--- src/rtl/clkdiv_pkg.sv ---
// clkdiv_pkg
// Shared types and helpers for the multi-channel clock-enable generator.
//   DIV_WIDTH_DEFAULT : default divisor/counter width
//   div_t             : divisor type at the default width
//   sanitize_div()    : maps a divisor of 0 to 1
//   half_ceil()       : ceil(D/2), the high time of the square wave
// Helpers work on 32-bit values so any DIV_WIDTH up to 32 can use them.
package clkdiv_pkg;

    localparam int DIV_WIDTH_DEFAULT = 16;

    typedef logic [DIV_WIDTH_DEFAULT-1:0] div_t;

    function automatic logic [31:0] sanitize_div(input logic [31:0] d);
        return (d == 32'd0) ? 32'd1 : d;
    endfunction

    function automatic logic [31:0] half_ceil(input logic [31:0] d);
        return (d >> 1) + {31'd0, d[0]};
    endfunction

endpackage

--- src/rtl/clkdiv_chan.sv ---
// clkdiv_chan
// One divider channel: shadow divisor, active divisor, counter and the
// registered tick/wave outputs.
//   clk_in  : system clock (rising edge)
//   rst_n   : asynchronous active-low reset
//   en      : run enable (level)
//   clr     : synchronous phase restart
//   wr      : pre-decoded divisor write strobe for this channel
//   wr_div  : divisor value to write (0 is taken as 1)
//   tick    : one-cycle strobe per period
//   wave    : square wave, high ceil(D/2) cycles, low floor(D/2)
module clkdiv_chan
    import clkdiv_pkg::*;
#(
    parameter int DIV_WIDTH   = DIV_WIDTH_DEFAULT,
    parameter int DEFAULT_DIV = 2
) (
    input  logic                 clk_in,
    input  logic                 rst_n,
    input  logic                 en,
    input  logic                 clr,
    input  logic                 wr,
    input  logic [DIV_WIDTH-1:0] wr_div,
    output logic                 tick,
    output logic                 wave
);

    logic [DIV_WIDTH-1:0] shadow;
    logic [DIV_WIDTH-1:0] active;
    logic [DIV_WIDTH-1:0] cnt;

    logic [DIV_WIDTH-1:0] wr_val;
    logic [DIV_WIDTH-1:0] s_next;
    logic [DIV_WIDTH-1:0] a_next;
    logic [DIV_WIDTH-1:0] a_last;
    logic [DIV_WIDTH-1:0] cnt_next;
    logic [DIV_WIDTH-1:0] hc;
    logic                 run;
    logic                 wrap;
    logic                 boundary;
    logic                 tick_next;
    logic                 wave_next;

    always_comb begin
        wr_val = DIV_WIDTH'(sanitize_div(32'(wr_div)));
        // A write landing on a boundary edge is forwarded straight into A.
        s_next = wr ? wr_val : shadow;
        // active is never 0 (sanitized on write, DEFAULT_DIV >= 1)
        a_last = active - DIV_WIDTH'(1);
        run    = en & ~clr;
        // >= rather than == so an out-of-range counter wraps on its own
        wrap     = (cnt >= a_last);
        boundary = ~run | wrap;
        a_next   = boundary ? s_next : active;

        cnt_next = '0;
        if (run && !wrap) begin
            cnt_next = cnt + DIV_WIDTH'(1);
        end

        hc        = DIV_WIDTH'(half_ceil(32'(a_next)));
        tick_next = run & wrap;
        wave_next = run & (cnt_next < hc);
    end

    always_ff @(posedge clk_in or negedge rst_n) begin
        if (!rst_n) begin
            shadow <= DIV_WIDTH'(DEFAULT_DIV);
            active <= DIV_WIDTH'(DEFAULT_DIV);
            cnt    <= '0;
            tick   <= 1'b0;
            wave   <= 1'b0;
        end else begin
            shadow <= s_next;
            active <= a_next;
            cnt    <= cnt_next;
            tick   <= tick_next;
            wave   <= wave_next;
        end
    end

endmodule

--- src/rtl/clkdiv_multi.sv ---
// clkdiv_multi
// Multi-channel programmable clock-enable generator. Outputs are enables
// and levels in the clk_in domain, not clocks.
//   clk_in   : system clock (rising edge)
//   rst_n    : asynchronous active-low reset
//   en       : per-channel run enable
//   sync_clr : restarts every channel on the same edge
//   wr_en    : divisor write strobe
//   wr_ch    : channel index for the write (>= NUM_CH ignored)
//   wr_div   : new divisor (0 is taken as 1)
//   tick     : per-channel one-cycle strobe
//   wave     : per-channel square wave
module clkdiv_multi
    import clkdiv_pkg::*;
#(
    parameter int  NUM_CH      = 4,
    parameter int  DIV_WIDTH   = DIV_WIDTH_DEFAULT,
    parameter int  DEFAULT_DIV = 2,
    localparam int CH_W        = (NUM_CH > 1) ? $clog2(NUM_CH) : 1
) (
    input  logic                 clk_in,
    input  logic                 rst_n,
    input  logic [NUM_CH-1:0]    en,
    input  logic                 sync_clr,
    input  logic                 wr_en,
    input  logic [CH_W-1:0]      wr_ch,
    input  logic [DIV_WIDTH-1:0] wr_div,
    output logic [NUM_CH-1:0]    tick,
    output logic [NUM_CH-1:0]    wave
);

    logic [31:0] wr_ch_ext;
    logic        wr_hit;

    // Non-power-of-two channel counts leave unused wr_ch codes; drop them.
    assign wr_ch_ext = 32'(wr_ch);
    assign wr_hit    = wr_en && (wr_ch_ext < 32'(NUM_CH));

    for (genvar g = 0; g < NUM_CH; g++) begin : g_ch
        logic wr_sel;

        assign wr_sel = wr_hit && (wr_ch_ext == 32'(g));

        clkdiv_chan #(
            .DIV_WIDTH   (DIV_WIDTH),
            .DEFAULT_DIV (DEFAULT_DIV)
        ) u_chan (
            .clk_in (clk_in),
            .rst_n  (rst_n),
            .en     (en[g]),
            .clr    (sync_clr),
            .wr     (wr_sel),
            .wr_div (wr_div),
            .tick   (tick[g]),
            .wave   (wave[g])
        );
    end

endmodule

--- config.mk ---
export PLATFORM = sky130hd
export DESIGN_NAME = clkdiv_multi
export DESIGN_NICKNAME = d
export VERILOG_FILES = /design/src/rtl/clkdiv_pkg.sv /design/src/rtl/clkdiv_chan.sv /design/src/rtl/clkdiv_multi.sv
export SDC_FILE = /design/constraint.sdc
export NUM_CORES = 1
export LEC_CHECK = 0
export ABC_AREA = 1
export BUFFER_PORTS_ARGS = -buffer_cell sky130_fd_sc_hd__buf_2
export CORE_MARGIN = 1.5
export CORE_UTILIZATION = 58
export CTS_CLUSTER_SIZE = 20
export DETAILED_ROUTE_END_ITERATION = 7
export HOLD_SLACK_MARGIN = 0.1
export PLACE_DENSITY = 0.89
export SYNTH_ARGS = -nofsm -noshare
export SYNTH_HDL_FRONTEND = slang
export SYNTH_SLANG_ARGS = --single-unit
--- constraint.sdc ---
create_clock -name clk_in -period 5.2 [get_ports clk_in]
set_input_delay 0 -clock clk_in [delete_from_list [all_inputs] [get_ports clk_in]]
set_output_delay 0 -clock clk_in [all_outputs]
set_load 0.1 [all_outputs]
==> metrics <==
post-synthesis register bit count=200; total CTS buffers=17; Rows=56; core area=23600 µm²; required time of the critical path=approximately 5.6 ns; Final ANT Viol Nets=0; setup TNS=-0.178 ns; vias in the first global route=~12k; status=finished with violations; Yosys cell types=50; PD cells=around 300 nW/µm²; worst rel slew slack=a little over two fifths; final core occ=67.5%; Crit path largest cell delay=~0.44 ns; Seq/Total Area, Yosys=between 30% and 40%; filler cell count=between 1.5k and 2k; Clock Tree Root=clkbuf_16; Initial DRT Pass Iterations=8; # setup viols final=3; Worst Hold Class=input pin to flop; Int Pwr=roughly 3.0 mW; crit-path max FO=5; overall die height=between 150 and 200 µm; Total GRT Usage=a little under 30%; failing checks=design-rule violations, negative setup slack; total chip power=around 4.7 mW; Post-Route WL=41.4 mm; clock group share of total power=29.8%; Max Cap Viol=0; H-tree levels=4; Setup CP Type=flop to flop; Setup Skew=0.0146 ns; sw frac=~37%; Tmin final=about 5.3 ns; Synth Warn #=0; Min-Delay Endpoint=g_ch[2].u_chan.tick$_DFF_PN0_; Max Clk Rate=between 150 and 200 MHz; RR Endpoint=g_ch[0].u_chan.wave$_DFF_PN0_; Final Slew Violations=0; Worst Tran Pin Value=about 0.85 ns; share of cells above drive strength 1=19.2%; Worst Hold Depth=4; Layout Cell Area excl Fill=16000 µm²; DRC Markers=1; post-DP HPWL=25.5 mm; Horiz. Die Dim=around 160 µm; reg-to-reg setup timing slack=-0.15 ns; initial antenna violation count=0; most frequent cells in the layout=421 x nand2_1, 214 x inv_1, 189 x dfrtp_1; Clock Tree Buf Depth=2; Clk Latency, worst-skew pair=around 0.46 ns; GRT overflow=0; Worst Reg-to-Reg Cells=27; startpoint types=flop; IO Count=34; placer congestion estimate=about 0.96; DRT iter0 DRCs=1767; Multi-input gate area=a little over 8000 µm²; Post-Place Cell Area=about 14000 µm²; commonest non-fill, non-tap cell in the layout=nand2_1; die area=between 20000 and 30000 µm²; Crit. Startpoint=g_ch[0].u_chan.active[2]$_DFF_PN0_; Synth Cell Area=14000 µm²; pre-CTS WS=-0.0523 ns; Via density=roughly 6; Setup WS post-layout=-0.146 ns; part of the power in registers=around two fifths; hold path startpoint=sync_clr; Mean Syn Cell Area=between 7 and 8 µm²; Vias=approximately 13k; Comb pwr share=between 30% and 40%; Clock transition at path regs=approximately 0.080 ns; WP data arrival=around 5.7 ns; DR WL/cell=roughly 19 µm; nets=around 2k; Hold Fails Final Rpt=0; initial core utilization=roughly three fifths; Post-Synthesis Cells=roughly 1.8k; Area Growth Syn to Fin=13.9%; Max VDD drop=about 0.20 mV; first-pass GRT wire length=58.8 mm; pin count of the biggest net entering global routing=~100; CP endpoint kind=flop; sw power=around 1.8 mW; Worst path slowest cell=dfrtp_2; Mapped Nets=1918; count of input and output buffers=33; Sequential cell area=5020 µm²; Sinks on Clock Net=200; leakage=~8 nW; reg2reg start=g_ch[0].u_chan.active[2]$_DFF_PN0_; CTS tree=built; fin crit share=103%; Ant. Diodes=0
==> flip-flops by register name, indices dropped and copies added, names as in the netlist <==
| name | count |
|---|---|
| g_ch.u_chan.tick | 4 |
| g_ch.u_chan.cnt | 64 |
| g_ch.u_chan.shadow | 64 |
| g_ch.u_chan.active | 64 |
| g_ch.u_chan.wave | 4 |
==> Yosys cell counts (all sizes together) <==
cell type	instances	area [µm²]
inv	233	875
nand3b	1	7.51
o21a	5	37.5
nand4	37	231
nand3	61	353
nor3	45	288
and2	6	43.8
a31oi	1	6.26
or2	10	62.6
and3	3	18.8
a211oi	15	113
nor4b	1	8.76
nor2	176	771
xnor2	22	193
clkinv	2	7.51
nor4	7	43.8
o221ai	4	35.0
clkbuf	3	11.3
buf	31	285
o31ai	1	7.51
ha	140	1750
a21oi	74	370
o211a	1	10.0
dfrtp	192	4800
o21ai	122	862
nor3b	6	50.1
a41o	1	10.0
dfstp	8	210
xor2	74	648
nand2	466	1860
o21bai	4	30.0
==> power by group through the flow <==
stage / combinational, mW / clock, mW / sequential, mW
final: 1.47 / 1.41 / 1.86
after global routing: 1.59 / 1.48 / 1.87
after CTS: 1.27 / 1.40 / 1.83
after detailed placement: 1.22 / 0 / 1.86
after global placement: 1.16 / 0 / 1.85
after floorplan: 0.924 / 0 / 1.83
==> repair_timing <==
item,in CTS,in global routing
endpoints found under the hold margin,165,0
buffers inserted,0,26
setup endpoints to repair,2,4
resized for setup,4,104
gates cloned,0,2
pin swaps,0,38
hold buffers,29,0
==> metal layers <==
| metal | part of all wire [%] | GRT usage, % |
|---|---|---|
| met3 | 9.5 | 5.01 |
| met1 | 36 | 36.5 |
| met5 | 0 | 0 |
| met2 | 46 | 49.8 |
| met4 | 7.5 | 16.2 |
==> worst max-delay path by stage <==
stage / endpoint / cells past startpoint
after floorplan: g_ch[3].u_chan.wave$_DFF_PN0_ / 32
after global placement: g_ch[0].u_chan.wave$_DFF_PN0_ / 29
after detailed placement: g_ch[3].u_chan.wave$_DFF_PN0_ / 30
after CTS: g_ch[0].u_chan.wave$_DFF_PN0_ / 28
after global routing: g_ch[0].u_chan.wave$_DFF_PN0_ / 29
final: g_ch[0].u_chan.wave$_DFF_PN0_ / 27
==> kinds of logic after synthesis <==
group	synth area share [%]
AND/OR/NAND/NOR	26.7
flip-flops	35.8
XOR/XNOR	6.00
AO/OA/AOI/OAI	10.6
buffers and inverters	8.42
adder cells (fa/ha/maj)	12.5
==> final cells by class <==
type,count,area share [%]
Clock buffer,21,2.95
Clock inverter,11,0.863
Inverter,235,5.53
Multi-Input combinational cell,1283,51.2
Sequential cell,200,31.5
Tap cell,319,2.50
Timing Repair Buffer,108,5.52
==> stage by stage <==
| step | hold WS (ns) | instances |
|---|---|---|
| 6_report | 0.145 | 2177 |
| 5_1_grt | 0.142 | 2177 |
| 4_1_cts | 0.119 | 2149 |
| 3_5_place_dp | 0.131 | 2088 |
| 3_3_place_gp | 0.122 | 2088 |
| 2_1_floorplan | -0.296 | 1752 |
==> critical path: cells and delay by family (launching register included) <==
family                   cells  cell delay (ns)
flip-flops                   1             0.44
XOR/XNOR                     1             0.23
buffers and inverters        2             0.30
adder cells (fa/ha/maj)      3             0.83
AND/OR/NAND/NOR             16             2.60
AO/OA/AOI/OAI                5             0.86
Power figures use the tool's default switching activity.
